File: src/rtl/rand_pool_if.sv
// Bundle of the random-pool arbiter's consumer-side signals.
// slave is the arbiter; master is the generator/consumer side that drives it.
interface rand_pool_if #(
    parameter int N_REQ = 4,
    parameter int DEPTH = 4
);
    logic [3:0]               rand_in;
    logic [N_REQ-1:0]         req;
    logic [N_REQ-1:0]         gnt;
    logic [3:0]               rand_out;
    logic                     rand_out_valid;
    logic [$clog2(DEPTH):0]   pool_count;
    logic                     tick;
    logic                     dropped;

    modport master (
        output rand_in,
        output req,
        input  gnt,
        input  rand_out,
        input  rand_out_valid,
        input  pool_count,
        input  tick,
        input  dropped
    );

    modport slave (
        input  rand_in,
        input  req,
        output gnt,
        output rand_out,
        output rand_out_valid,
        output pool_count,
        output tick,
        output dropped
    );
endinterface

File: src/rtl/rand_pool_arbiter.sv
// Periodically samples and whitens a random nibble into a small pool, then
// hands pooled nibbles to requesters in round-robin order.
module rand_pool_arbiter #(
    parameter int N_REQ       = 4,
    parameter int TICK_CYCLES = 50000000,
    parameter int DEPTH       = 4
) (
    input logic    CLK,
    input logic    reset,
    rand_pool_if.slave bus
);
    // Handshake: req is a level held by the consumer; gnt is a registered
    // one-cycle one-hot pulse with rand_out/rand_out_valid in the same cycle.
    // A req still high on the edge after its gnt competes again for a new entry.

    localparam int CW   = (TICK_CYCLES > 2) ? $clog2(TICK_CYCLES) : 1;
    localparam int PW   = (N_REQ > 2) ? $clog2(N_REQ) : 1;
    localparam int AW   = $clog2(DEPTH);
    localparam int CNTW = AW + 1;

    logic [CW-1:0]   tick_cnt;
    logic [3:0]      lfsr;
    logic [3:0]      mem [DEPTH];
    logic [AW-1:0]   wr_ptr;
    logic [AW-1:0]   rd_ptr;
    logic [CNTW-1:0] count;
    logic [PW-1:0]   rr_ptr;

    logic            tick_now;
    logic            full;
    logic            pop;
    logic            push;
    logic            found;
    logic [PW-1:0]   sel;
    logic [3:0]      sample;

    assign tick_now = (tick_cnt == CW'(TICK_CYCLES - 1));
    assign full     = (count == CNTW'(DEPTH));
    assign sample   = bus.rand_in ^ lfsr;

    // Round-robin scan starting at rr_ptr; the first asserted req wins.
    always_comb begin
        found = 1'b0;
        sel   = '0;
        for (int k = 0; k < N_REQ; k++) begin
            logic [PW-1:0] idx;
            idx = PW'((int'(rr_ptr) + k) % N_REQ);
            if (!found && bus.req[idx]) begin
                found = 1'b1;
                sel   = idx;
            end
        end
    end

    assign pop  = (count != '0) && found;
    // A pop in the same edge frees the slot the new sample needs.
    assign push = tick_now && (!full || pop);

    always_ff @(posedge CLK) begin
        if (reset) begin
            tick_cnt <= '0;
            bus.tick <= 1'b0;
        end else begin
            tick_cnt <= tick_now ? '0 : tick_cnt + CW'(1);
            bus.tick <= tick_now;
        end
    end

    always_ff @(posedge CLK) begin
        if (reset) begin
            lfsr        <= 4'b1001;
            wr_ptr      <= '0;
            rd_ptr      <= '0;
            count       <= '0;
            bus.dropped <= 1'b0;
        end else begin
            if (tick_now) begin
                lfsr <= {lfsr[2:0], lfsr[3] ^ lfsr[2]};
            end
            if (push) begin
                mem[wr_ptr] <= sample;
                wr_ptr      <= wr_ptr + AW'(1);
            end
            if (pop) begin
                rd_ptr <= rd_ptr + AW'(1);
            end
            if (tick_now && full && !pop) begin
                bus.dropped <= 1'b1;
            end
            if (push && !pop) begin
                count <= count + CNTW'(1);
            end else if (pop && !push) begin
                count <= count - CNTW'(1);
            end
        end
    end

    always_ff @(posedge CLK) begin
        if (reset) begin
            rr_ptr             <= '0;
            bus.gnt            <= '0;
            bus.rand_out       <= '0;
            bus.rand_out_valid <= 1'b0;
        end else if (pop) begin
            bus.gnt            <= N_REQ'(1) << sel;
            bus.rand_out       <= mem[rd_ptr];
            bus.rand_out_valid <= 1'b1;
            rr_ptr             <= (int'(sel) == N_REQ - 1) ? '0 : sel + PW'(1);
        end else begin
            bus.gnt            <= '0;
            bus.rand_out       <= '0;
            bus.rand_out_valid <= 1'b0;
        end
    end

    assign bus.pool_count = count;
endmodule

File: src/flat_wrapper.sv
// flat-port wrapper written by rule: the top's interface ports become plain ports
module rand_pool_arbiter_flat 
#(
    parameter int N_REQ       = 4,
    parameter int TICK_CYCLES = 50000000,
    parameter int DEPTH       = 4
)
  (CLK, reset, bus_rand_in, bus_req, bus_gnt, bus_rand_out, bus_rand_out_valid, bus_pool_count, bus_tick, bus_dropped);
  rand_pool_if #(.N_REQ(N_REQ), .DEPTH(DEPTH)) bus_i ();
  input logic CLK;
  input logic reset;
  input wire logic [$bits(bus_i.rand_in)-1:0] bus_rand_in;
  input wire logic [$bits(bus_i.req)-1:0] bus_req;
  output wire logic [$bits(bus_i.gnt)-1:0] bus_gnt;
  output wire logic [$bits(bus_i.rand_out)-1:0] bus_rand_out;
  output wire logic [$bits(bus_i.rand_out_valid)-1:0] bus_rand_out_valid;
  output wire logic [$bits(bus_i.pool_count)-1:0] bus_pool_count;
  output wire logic [$bits(bus_i.tick)-1:0] bus_tick;
  output wire logic [$bits(bus_i.dropped)-1:0] bus_dropped;
  assign bus_i.rand_in = bus_rand_in;
  assign bus_i.req = bus_req;
  assign bus_gnt = bus_i.gnt;
  assign bus_rand_out = bus_i.rand_out;
  assign bus_rand_out_valid = bus_i.rand_out_valid;
  assign bus_pool_count = bus_i.pool_count;
  assign bus_tick = bus_i.tick;
  assign bus_dropped = bus_i.dropped;
  rand_pool_arbiter #(.N_REQ(N_REQ), .TICK_CYCLES(TICK_CYCLES), .DEPTH(DEPTH)) u_core (.CLK(CLK), .reset(reset), .bus(bus_i));
endmodule
File: config.mk
export PLATFORM = sky130hd
export DESIGN_NAME = rand_pool_arbiter_flat
export DESIGN_NICKNAME = d
export VERILOG_FILES = /design/src/rtl/rand_pool_if.sv /design/src/rtl/rand_pool_arbiter.sv /design/src/flat_wrapper.sv
export SDC_FILE = /design/constraint.sdc
export NUM_CORES = 1
export LEC_CHECK = 0
export BUFFER_PORTS_ARGS = -buffer_cell sky130_fd_sc_hd__buf_2
export CAP_MARGIN = 20
export CORE_MARGIN = 5
export CORE_UTILIZATION = 45
export CTS_CLUSTER_DIAMETER = 200
export DETAILED_ROUTE_END_ITERATION = 16
export PLACE_DENSITY = 0.6
export SLEW_MARGIN = 30
export SYNTH_ARGS = -nofsm -noshare
export SYNTH_HDL_FRONTEND = slang
export SYNTH_SLANG_ARGS = --single-unit
File: constraint.sdc
create_clock -name CLK -period 6.17 [get_ports CLK]
set_input_delay 1.234 -clock CLK [delete_from_list [all_inputs] [get_ports CLK]]
set_output_delay 1.234 -clock CLK [all_outputs]
set_load 0.02 [all_outputs]
==> results of run 1 <==
-- power groups by stage --
stage	clock (mW)	sequential, mW	combinational [mW]
finish	0.435	0.514	0.203
global route	0.467	0.522	0.227
CTS	0.447	0.515	0.206
detailed placement	0	0.525	0.204
global placement	0	0.525	0.204
floorplan	0	0.541	0.139
-- synthesized netlist by cell type (4+ instances only) --
| master | instances |
|---|---|
| sky130_fd_sc_hd__inv_1 | 9 |
| sky130_fd_sc_hd__and3_1 | 5 |
| sky130_fd_sc_hd__clkbuf_1 | 10 |
| sky130_fd_sc_hd__or2_2 | 4 |
| sky130_fd_sc_hd__nor2_1 | 25 |
| sky130_fd_sc_hd__nor4b_1 | 5 |
| sky130_fd_sc_hd__or4_1 | 9 |
| sky130_fd_sc_hd__edfxtp_1 | 16 |
| sky130_fd_sc_hd__a21oi_1 | 22 |
| sky130_fd_sc_hd__and4_1 | 6 |
| sky130_fd_sc_hd__xnor2_1 | 8 |
| sky130_fd_sc_hd__nand3_1 | 10 |
| sky130_fd_sc_hd__nor2b_1 | 5 |
| sky130_fd_sc_hd__o21ai_0 | 6 |
| sky130_fd_sc_hd__nand2_1 | 11 |
| sky130_fd_sc_hd__dfxtp_1 | 50 |
| sky130_fd_sc_hd__mux4_2 | 4 |
| sky130_fd_sc_hd__ha_1 | 7 |
| sky130_fd_sc_hd__xor2_1 | 12 |
| sky130_fd_sc_hd__nor3_1 | 7 |
| sky130_fd_sc_hd__nand4_1 | 8 |
| sky130_fd_sc_hd__nor4_1 | 5 |
| sky130_fd_sc_hd__or3_1 | 4 |
| sky130_fd_sc_hd__o31ai_1 | 13 |
-- through the flow --
stage / cell area (um2) / util
global route: 3350 / 0.527
finish: 3350 / 0.527
detailed placement: 3100 / 0.488
CTS: 3340 / 0.527
floorplan: 2940 / -
global placement: 3090 / 0.487
-- state kept, by name (all words and copies together) (netlist names), 2 cells and up --
register               flops
u_core.bus.gnt             4
u_core.bus.pool_count      3
u_core.wr_ptr              2
u_core.lfsr                4
u_core.rr_ptr              2
u_core.bus.rand_out        4
u_core.tick_cnt           26
u_core.mem                16
u_core.rd_ptr              2
-- cell type report --
class | count | area, um2
clock buffer | 9 | 124
clock inverter | 7 | 118
multi-input combinational | 197 | 1380
sequential | 66 | 1480
inverter | 9 | 33.8
tap | 77 | 96.3
fill | 593 | 3000
timing repair buffer | 23 | 115
-- metal layers --
layer / track usage / up-vias / routed length [um]
met3: 0.0542 / 5 / 226
met5: 0 / - / 0
met1: 0.161 / 1003 / 2530
li1: - / 1100 / -
met2: 0.223 / 28 / 2550
met4: 0.0440 / 0 / 61
-- cells by family (layout without fill, tap and decap cells) --
group,count (synthesis),after routing,share of synthesized area
XOR/XNOR,20,20,0.0597
adder cells (fa/ha/maj),8,8,0.0366
AO/OA/AOI/OAI,48,48,0.101
AND/OR/NAND/NOR,114,114,0.226
flip-flops,66,66,0.504
buffers and inverters,22,48,0.0315
multiplexers,7,7,0.0409
-- cells in the final DEF (no fill, tap or decap), drive strengths merged, types with 9 or more instances in the layout --
master / Yosys / final
xor2: 12 / 12
nor2: 25 / 25
clkbuf: 10 / 9
inv: 9 / 9
buf: 3 / 23
a21oi: 23 / 23
or4: 11 / 11
edfxtp: 16 / 16
nand2: 11 / 11
o31ai: 13 / 13
nand3: 11 / 11
dfxtp: 50 / 50
-- worst reg2reg max path, delay by kind of cell (launching register included) --
family | cells | cell delay [ns]
and+or+nand+nor | 5 | 1.43
adders and majority gates | 3 | 0.82
DFF | 1 | 0.35
xor gates and xnor gates | 1 | 0.16
AOI/OAI and AO/OA | 1 | 0.13
buffers and inverters | 1 | 0.06
-- final timing paths --
| check | endpoint | slack (ns) |
|---|---|---|
| min reg2reg | u_core.tick_cnt[0] | 0.44 |
| max | u_core.bus.pool_count[2] | 2.87 |
| max reg2reg | u_core.bus.pool_count[2] | 3.15 |
| min | u_core.tick_cnt[0] | 0.44 |
==> impl.org, run 1 <==
** STA
- Adding up every negative setup slack in the final design gives 0 ns.
- Slew at the pin with the worst max-slew slack :: 0.863 ns
- Setup violations remaining at the end of the flow were counted as 0.
- Final critical-path setup slack :: 2.87 ns
- Max-slew headroom :: 0.416
- Final Slew Violations :: 0
- The clock arrives with 0.00835 ns of skew.
- Final critical path time including I/O delays and setup :: 3.30 ns
- Final cycle utilization of the critical path :: 0.534
- Hold slack final :: 0.445 ns
- Final hold violation count :: 0
- Timing would allow up to 0.303 GHz.
- Setup repair after global routing left no endpoint under its margin.

** Finish
- Compared with the post-synthesis result, the final layout area differs by 14.1%.
- Number of inserted diodes :: 0
- Net count of the finished layout :: 324
- Non-filler cells in the finished layout :: 388
- Fraction of layout cells with a size suffix above 1 :: 0.174

** Logic synthesis
- The average instance in the mapped netlist occupies a little over 10 um2.
- The share of the Yosys chip area taken by registers is 0.504.
- Library cell occupying the most area in the post-synthesis netlist :: sky130_fd_sc_hd__dfxtp_1
- Flops & latches, synth :: 66
- Number of flops mapped to enable cells by yosys :: 16
- Prevailing post-synth register cell :: sky130_fd_sc_hd__dfxtp_1
- Of the post-synthesis cell area, the dominant cell type holds 0.341.
- Warning count from the yosys run :: 0
- Cells after Synth :: about 290
- Post-synthesis cell type count :: 42
- Synth async-reset ratio :: 0
- After synthesis, the cell types taking the most area are sky130_fd_sc_hd__dfxtp_1 (34%), sky130_fd_sc_hd__edfxtp_1 (16%), sky130_fd_sc_hd__a21oi_1 (3.7%).
- Counting every net in the synthesized netlist gives 303.
- Netlist area before placement :: 2940 um2

** Power and ir drop
- Total power after layout :: ~1.2 mW
- Switching Power :: roughly 310 uW
- The share of total power dissipated in sequential elements is 0.446.
- The internal portion of the total power is between 800 and 900 uW.
- Lkg Pwr :: 1.18 nW
- Of the total power, the share spent switching nets is 0.272.
- Share of power burned in the clock network :: 0.378
- Power share of the combinational group :: 0.177
- Power Density :: 344 nW/um2
- Worst IR drop on VDD :: about 220 uV

** Critical path
- Critical path start-end classification :: in -> reg
- Top delay family on crit path :: simple AND/OR/NAND/NOR gates
- Endpoint class of the critical path :: flop
- Slowest stage cell on the critical path :: sky130_fd_sc_hd__nor4_1
- Counting both buffers and inverters, the worst setup path holds a total of 2.
- The worst setup path is launched from an input pin.
- For the worst setup path, the data arrival time is 3.57 ns.
- In this run the worst path has a maximum fanout of 8.
- The startpoint identified for the worst register-to-register timing path is u_core.tick_cnt[0].
- Required time worst endpoint :: 6.44 ns
- The most critical setup path has its startpoint at bus_req[0].
- Traced cell by cell, the critical path runs through buf_2 -> nor4_1 -> and3_1 -> nor2_1 -> ha_1 -> inv_1 -> fa_1 -> xor2_1 -> or3_1 -> a21oi_1.
- Max stage delay on crit path :: 0.66 ns
- Counting cells, the worst reg-to-reg path comes to 11.
- Critical Path Stages :: 10

** Global route
- The first global-routing pass estimated 9.11 mm of wire.
- Across every metal layer, demand over resource in global routing totals 0.136.
- Entering global routing, the biggest net connects 25 pins.
- The number of antenna violations at the first check in global routing is 0.
- GRT overflow :: 0
- Number of global-route vias before repair :: 1,949

** Clock tree
- TritonCTS created 9 clock buffers.
- Counting every sink on the clock net gives 66.
- In this run the deepest clock path goes through 2 buffers.
- CTS placed an instance of sky130_fd_sc_hd__clkbuf_8 at the clock tree root.
- Clock-pin slew was measured on the worst setup and hold paths at 0.07 ns.
- Number of buffers inserted by hold repair at cts :: 0
- Depth of the CTS H-tree :: 3
- Worst-skew pair later-pin latency :: 0.34 ns
- TritonCTS clock tree :: done
- In this run, post-CTS repair resized a total of 0 instances.
- Post-CTS timing repair inserted 0 buffers for setup.

** Run status
- Result of the run :: finished clean

** Detailed routing
- ANT nets after route :: 0
- Wirelength, routed :: roughly 5.4 mm
- In the routed design, unresolved DRC markers number 0.
- Length of the first detailed-routing pass in iterations :: 4
- Via-to-Cell Ratio :: roughly 5.5
- After detailed routing, the average wire length per cell comes to 13.8 um.
- After the first detailed-routing iteration, the DRC count stood at 107.
- Via count :: 2,136

** Floorplanning
- Die area :: 8240 um2
- Die Height :: 90.8 um
- For this configuration, the core starts out at a cell density of 0.462.
- In this run the core area contains 29 standard-cell rows.
- Number of I/O pins :: 24
- Horizontal die dimension :: 90.8 um
- After floorplanning, the core was sized to cover 6350 um2.

** Placement
- Weighted congestion at the end of routability-driven global placement :: 0.785
- Pre-CTS setup slack :: 2.52 ns
- Once placement completed, the tool counted placed cells totaling 372.
- Buffers placed on the I/O ports in this run total 23.
- Once detailed placement completed, the half-perimeter wirelength came to about 3.7 mm.

** Min path
- Counting instances, the worst hold path has a depth of 1.
- The startpoint identified for the worst hold timing path is u_core.tick_cnt[0].
- Min-Delay Path Class :: reg -> reg

** Flow run
- Max-cap check violation count :: 0
Note: power is estimated with default switching activity, not from simulation.
==> run 2: changes to the inputs <==
- clock period: 6.17 -> 3.2 ns (I/O delays scaled with it)
==> run 2 against run 1 <==
  * Critical path depth is the same
  * Wire length grew 2.0%
  * Setup slack lost 2.5 ns
  * Sequential share of layout area shrank 0.23 points
  * Core utilization grew 0.28 points
  * Sequential power grew 93%
  * Register-to-register slack lost 2.7 ns
  * Hold slack gained 0.0032 ns
  * Global-route usage grew 0.74 points
  * Via count grew 1.5%
  * Critical path type is now reg -> reg
==> impl.org, run 2 (synthesis gave the netlist of run 1 again) <==
** Run status
- The flow ran to the end, and the final reports show no timing, DRC or antenna violations.

** Power and ir drop
- The power per cell area came to 645 nW/um2 (+87%).
- Switching Power :: 624 uW (+99%)
- The proportion of total power due to net switching came to 0.287 (+0.0157).
- Seq pwr share :: 0.456 (+0.010)
- The post-layout total power is 2.17 mW (+88%).
- The leakage dissipation came to 1.21 nW (+2.2%).
- The fraction of power consumed by the clock network is 0.362 (-0.016).
- Cell Int Power :: 1.55 mW (+84%)
- Power share of the combinational group :: 0.182 (+0.005)
- Worst IR drop on VDD :: 346 uV (+58%)

** Detailed routing
- The number of DRC violations after detailed-routing iteration 0 was 63 (-41%).
- DRC violation count after routing :: 0 (unchanged)
- The via-per-instance ratio came to 5.51 (about the same).
- Via count :: 2,169 (+1.5%)
- Wirelength, routed :: 5.48 mm (+2.0%)
- ANT nets after route :: 0 (unchanged)
- Length of the first detailed-routing pass in iterations :: 4 (unchanged)
- The routed wirelength normalized by instance count is 13.9 um (+0.48%).

** Finish
- Most flops, register :: u_core.tick_cnt
- The final antenna diode count came to 0 (unchanged).
- Footprint of the flip-flops and latches :: 1480 um2 (unchanged)
- In the final layout, the registers with the most flip-flops are u_core.tick_cnt x26, u_core.mem x16.
- The number of flip-flops under the largest register name came to 26 (unchanged).
- The area growth from synthesis to layout is 14.7%.
- Commonest non-fill, non-tap cell in the layout :: sky130_fd_sc_hd__dfxtp_1
- The post-layout net count was 330 (+1.9%).
- The layout filler cell count came to 558 (-5.9%).
- Top library cells by usage in the layout, fill and taps aside :: sky130_fd_sc_hd__dfxtp_1 (50), sky130_fd_sc_hd__nor2_1 (25), sky130_fd_sc_hd__buf_2 (23), sky130_fd_sc_hd__a21oi_1 (22), sky130_fd_sc_hd__edfxtp_1 (16)
- The area used by multi-input combinational logic is 1370 um2 (-0.91%).
- Non-filler cells in the finished layout :: 394 (+1.5%)
- Fraction of layout cells with a size suffix above 1 :: 0.186 (+0.0125)

** STA
- The worst hold slack was 0.448 ns (+0.00322 ns).
- Final cycle utilization of the critical path :: 0.875
- Final hold violation count :: 0 (unchanged)
- The normalized max-slew margin came to 0.461 (+0.0444).
- RSZ-0062 raised after global routing :: no
- The setup TNS after final layout was 0 ns (unchanged).
- For this run, the top clock speed supported by timing is 0.357 GHz.
- Subtracting the final worst setup slack from the clock period gives ~2.8 ns.
- The final count of negative-setup-slack endpoints is 0 (unchanged).
- Final critical-path setup slack :: 0.401 ns (-2.47 ns)
- Final Slew Violations :: 0 (unchanged)
- Worst setup skew after layout :: 0.00967 ns (+0.00132 ns)
- Slew at the pin with the worst max-slew slack :: 0.809 ns (-0.0544 ns)

** Floorplanning
- Horizontal die dimension :: 90.8 um (unchanged)
- Die area :: 8240 um2 (unchanged)
- The number of cell rows came to 29 (unchanged).
- CORE AREA :: 6350 um2 (unchanged)
- Initial standard-cell utilization of the core :: 0.462 (unchanged)
- Number of I/O pins :: 24 (unchanged)
- Die Height :: 90.8 um (unchanged)

** Clock tree
- CTS clock-pin slew for the worst setup and hold paths :: 0.07 ns (about the same)
- The tree is rooted in a sky130_fd_sc_hd__clkbuf_8.
- Depth of the CTS H-tree :: 3 (unchanged)
- Worst-skew pair later-pin latency :: 0.34 ns (about the same)
- Maximum clock path buffer count :: 2 (unchanged)
- The post-CTS setup buffer count was 0 (unchanged).
- TritonCTS clock tree :: done
- Number of buffers inserted by hold repair at cts :: 0 (unchanged)
- The clock buffer count from CTS was 9 (unchanged).
- Number of cells upsized or downsized after cts :: 0 (unchanged)
- The TritonCTS sink count came to 66 (unchanged).

** Global route
- The via count of the first global-routing pass came to 2,056 (+5.5%).
- Pin count of the biggest net entering global routing :: 25 (unchanged)
- The global-route wire length before repair is 9.47 mm (+3.9%).
- Initial antenna violation count :: 0 (unchanged)
- GRT overflow :: 0 (unchanged)
- Tot GR Track Use :: 0.143 (+0.00742)

** Critical path
- Required time worst endpoint :: 3.47 ns (-2.97 ns)
- Endpoint class of the critical path :: flop
- Data arrival time of the critical path :: 3.07 ns (-0.50 ns)
- STA classifies the critical path startpoint as a flop.
- Worst Path Max Fanout :: 7 (-1)
- By startpoint and endpoint, the worst setup path is classified as reg -> reg.

** Min path
- Min-Delay Path Class :: reg -> reg

** Placement
- DP HPWL :: 3.87 mm (+4.8%)
- The total of buffers placed on input and output ports came to 23 (unchanged).
- The setup slack at placement was 0.414 ns (-2.11 ns).
- Cell count after placement :: 378 (+1.6%)
- The final weighted congestion of routability-driven global placement is 0.742 (-5.4%).

** Flow run
- The number of maximum-capacitance constraint violations was 0 (unchanged).
## run 2: cell types whose count changed in the layout (fill, tap and decap cells not counted)
| cell | change |
|---|---|
| sky130_fd_sc_hd__buf_4 | +6 |
| sky130_fd_sc_hd__clkinv_4 | +2 |
| sky130_fd_sc_hd__nor4b_1 | +2 |
| sky130_fd_sc_hd__nor4b_2 | -2 |
| sky130_fd_sc_hd__bufinv_16 | -1 |
| sky130_fd_sc_hd__clkinv_1 | -1 |
| sky130_fd_sc_hd__clkinvlp_4 | -1 |
| sky130_fd_sc_hd__inv_6 | +1 |
## run 2: final cells by class
type | instances | share of cell area
clock buffer | 9 | 0.0368
clock inverter | 7 | 0.0305
inverter | 9 | 0.0100
multi-input combinational | 197 | 0.407
sequential | 66 | 0.440
tap | 77 | 0.0286
timing repair buffer | 29 | 0.0476
## run 2: power groups by stage
| stage | registers [mW] | logic [mW] | clock network [mW] |
|---|---|---|---|
| after floorplan | 1.04 | 0.267 | 0 |
| after global placement | 1.01 | 0.395 | 0 |
| after detailed placement | 1.01 | 0.400 | 0 |
| after CTS | 0.991 | 0.401 | 0.806 |
| after global routing | 1.01 | 0.443 | 0.852 |
| final | 0.990 | 0.396 | 0.787 |
## run 2: final timing paths
check,endpoint,depth (start not counted),slack [ns],from
min reg2reg,u_core.tick_cnt[0],1,0.45,u_core.tick_cnt[0]
max reg2reg,u_core.bus.pool_count[2],10,0.40,u_core.tick_cnt[7]
min,u_core.tick_cnt[0],1,0.45,u_core.tick_cnt[0]
max,u_core.bus.pool_count[2],10,0.40,u_core.tick_cnt[7]
## run 2: per-stage QoR
stage / cell area (um2) / utilization
final: 3370 / 0.530
after global routing: 3370 / 0.530
after floorplan: 2940 / -
after detailed placement: 3140 / 0.495
after CTS: 3370 / 0.530
after global placement: 3130 / 0.494
## run 2: routing by layer
layer,up-vias,wire length (um),track usage
met5,-,0,0
met4,0,114,0.0770
met3,8,201,0.0333
met2,32,2630,0.233
met1,1023,2540,0.174
li1,1106,-,-
## run 2: critical path, cell delays in order, from the launching register on
cell and delay (ns):
sky130_fd_sc_hd__dfxtp_1 0.38, sky130_fd_sc_hd__nor4b_1 0.39, sky130_fd_sc_hd__and4_1 0.37, sky130_fd_sc_hd__nand2_1 0.22, sky130_fd_sc_hd__nor2_1 0.14, sky130_fd_sc_hd__ha_1 0.20, sky130_fd_sc_hd__inv_1 0.06, sky130_fd_sc_hd__fa_1 0.37
sky130_fd_sc_hd__xor2_1 0.16, sky130_fd_sc_hd__or3_1 0.31, sky130_fd_sc_hd__a21oi_1 0.13
==> run 3: changes to the inputs <==
- CORE_ASPECT_RATIO: unset -> 1.4
- HOLD_SLACK_MARGIN: unset -> 0.08
==> run 3 against run 2 <==
  * Maximum frequency decreased by 1.5%
  * Via count shrank 1.4%
  * Non-clock buffer count down 1
  * Combinational power is 2% lower
  * Sequential power barely moved
  * Total power shrank 9.3%
  * Register-to-register slack got worse by 0.04 ns
  * Clock power down 25%
  * First-iteration DRC count increased by 52%
==> impl.org, run 3 (synthesis gave the netlist of run 1 again) <==
** Clock tree
- Library cell used as clock root buffer :: sky130_fd_sc_hd__clkbuf_8
- The insertion delay to the later sink of the worst-skew pair was 0.33 ns (about the same).
- The post-CTS setup buffer count was 0 (unchanged).
- Number of cells upsized or downsized after cts :: 0 (unchanged)
- CTS clock-pin slew for the worst setup and hold paths :: 0.07 ns (about the same)
- Depth of the CTS H-tree :: 3 (unchanged)
- The clock buffer count from CTS came to 9 (unchanged).
- The maximum root-to-sink buffer count was 2 (unchanged).
- The TritonCTS sink count is 66 (unchanged).
- Number of buffers inserted by hold repair at cts :: 0 (unchanged)
- TritonCTS clock tree :: done

** Floorplanning
- Horizontal die dimension :: 78.3 um (-14%)
- FP Rows :: 34 (+17%)
- Number of I/O pins :: 24 (unchanged)
- The full die area is 8260 um2 (+0.28%).
- The initial cell density of the core was 0.466 (+0.00395).
- The height of the die was 106 um (+16%).
- CORE AREA :: 6300 um2 (-0.85%)

** Flow run
- Max-cap check violation count :: 0 (unchanged)

** STA
- Worst setup skew after layout :: 0.00862 ns (-0.00105 ns)
- The actual slew at the worst max-slew pin is 0.801 ns (-0.00759 ns).
- The setup TNS after final layout was 0 ns (unchanged).
- Final critical path time including I/O delays and setup :: 2.84 ns (+0.0425 ns)
- The number of failing hold endpoints at the final stage came to 0 (unchanged).
- The normalized max-slew margin is 0.466 (+0.00506).
- Fmax :: 0.352 GHz (-1.5%)
- The part of the cycle the worst path needs was 0.888 (+0.0133).
- Setup repair after global routing left no endpoint under its margin.
- Final Slew Violations :: 0 (unchanged)
- Total setup violations reported at the end of the flow :: 0 (unchanged)

** Critical path
- The count of cell instances traversed by the critical path was 11 (+1).
- Worst Path Max Fanout :: 9 (+2)
- Data arrival time of the critical path :: 3.11 ns (+0.04 ns)
- The signal on the critical path passes through ha_1 -> and4_1 -> and4_1 -> nand2_1 -> nor2_1 -> ha_1 -> inv_1 -> fa_1 -> xor2_1 -> or3_1 -> a21oi_1.
- The required time of the worst setup path came to 3.47 ns (about the same).
- Worst Path Buf+Inv :: 1 (unchanged)
- Worst reg2reg path depth :: 11 (+1)
- The biggest cell delay along the critical path was 0.37 ns (-0.02 ns).
- STA classifies the critical path endpoint as a flop.
- Slowest stage cell on the critical path :: sky130_fd_sc_hd__and4_1
- Critical path start-end classification :: reg -> reg
- On the critical path the largest part of the delay comes from simple AND/OR/NAND/NOR gates.
- Nature of the critical path startpoint :: flop

** Detailed routing
- Wirelength, routed :: 5.37 mm (-2.0%)
- The DRC violation count after routing is 0 (unchanged).
- The routed wirelength normalized by instance count came to 13.8 um (-0.44%).
- The number of DRC violations after detailed-routing iteration 0 is 96 (+52%).
- The remaining antenna violation count came to 0 (unchanged).
- Length of the first detailed-routing pass in iterations :: 4 (unchanged)
- The via-per-instance ratio is 5.51 (about the same).
- The total number of vias was 2,138 (-1.4%).

** Global route
- The number of antenna violations at the first check in global routing is 0 (unchanged).
- Number of global-route vias before repair :: 2,020 (-1.8%)
- The final global-route overflow total is 0 (unchanged).
- Pin count of the biggest net entering global routing :: 25 (unchanged)
- The global-route wire length before repair came to 9.23 mm (-2.5%).
- The total routing usage reported by global routing was 0.142 (-0.000584).

** Finish
- Number of flip-flops under the largest register name :: 26 (unchanged)
- Commonest non-fill, non-tap cell in the layout :: sky130_fd_sc_hd__dfxtp_1
- Registers with the highest flip-flop counts :: u_core.tick_cnt x26, u_core.mem x16
- Fraction of layout cells with a size suffix above 1 :: 0.180 (-0.00574)
- Synth-to-Final Area Change :: 12.1%
- The register with the most flip-flops in the final layout is u_core.tick_cnt.
- Top library cells by usage in the layout, fill and taps aside :: sky130_fd_sc_hd__dfxtp_1 (50), sky130_fd_sc_hd__nor2_1 (25), sky130_fd_sc_hd__buf_2 (23), sky130_fd_sc_hd__a21oi_1 (22), sky130_fd_sc_hd__edfxtp_1 (16)
- Number of inserted diodes :: 0 (unchanged)
- The post-route core utilization was 0.523 (-0.00759).
- Net count of the finished layout :: 329 (-0.30%)

** Placement
- The post-DP HPWL is 3.93 mm (+1.6%).
- Weighted congestion at the end of routability-driven global placement :: 0.762 (+2.7%)
- The total of buffers placed on input and output ports was 23 (unchanged).

** Min path
- Hold Path Depth :: 1 (unchanged)
- Min-Delay Path Class :: reg -> reg

** Run status
- The flow ran to the end, and the final reports show no timing, DRC or antenna violations.

** Power and ir drop
- Power Density :: 599 nW/um2 (-7.2%)
- Worst IR drop on VDD :: 256 uV (-26%)
- The leakage dissipation is 1.18 nW (-1.8%).
[run 3: final timing paths]
kind                                          from                  endpoint  slack, ns
worst max-delay path            u_core.tick_cnt[0]  u_core.bus.pool_count[2]       0.36
worst min-delay path            u_core.tick_cnt[0]        u_core.tick_cnt[0]       0.45
worst max register to register  u_core.tick_cnt[0]  u_core.bus.pool_count[2]       0.36
worst min register to register  u_core.tick_cnt[0]        u_core.tick_cnt[0]       0.45
[run 3: area by class of cell]
class / count / area (um2)
inverters: 9 / 33.8
fillers: 602 / 3010
clock inverters: 7 / 46.3
clock buffers: 9 / 124
multi-input cells: 197 / 1360
repair buffers: 28 / 153
flip-flops and latches: 66 / 1480
well taps: 72 / 90.1
[run 3: metrics by stage]
stage          instance area (um2)  instances  power, mW  worst slack, ns  hold WS, ns
5_1_grt                       3290        388       2.09            0.106        0.477
3_5_place_dp                  3120        372       1.41            0.378        0.443
3_3_place_gp                  3120        372       1.40            0.446        0.431
4_1_cts                       3290        388       2.00            0.362        0.452
2_1_floorplan                 2940        285       1.31            0.415        0.418
6_report                      3290        388       1.97            0.358        0.453
[run 3: layer usage]
layer  part of all wire  wire, um  global-route usage
met4              0.014        74              0.0750
met3              0.032       170              0.0341
met5                  0         0                   0
met2               0.54      2900               0.257
met1               0.41      2220               0.151
[run 3: worst reg2reg max path, cell delays in order, from the launching register on]
cell,delay [ns]
sky130_fd_sc_hd__dfxtp_1,0.35
sky130_fd_sc_hd__ha_1,0.22
sky130_fd_sc_hd__and4_1,0.27
sky130_fd_sc_hd__and4_1,0.37
sky130_fd_sc_hd__nand2_1,0.22
sky130_fd_sc_hd__nor2_1,0.14
sky130_fd_sc_hd__ha_1,0.19
sky130_fd_sc_hd__inv_1,0.06
sky130_fd_sc_hd__fa_1,0.37
sky130_fd_sc_hd__xor2_1,0.15
sky130_fd_sc_hd__or3_1,0.30
sky130_fd_sc_hd__a21oi_1,0.14
[run 3: power by group]
part | internal (mW) | switching [mW] | total, mW
registers | 0.923 | 0.0662 | 0.989
clock network | 0.279 | 0.312 | 0.591
logic | 0.180 | 0.211 | 0.390
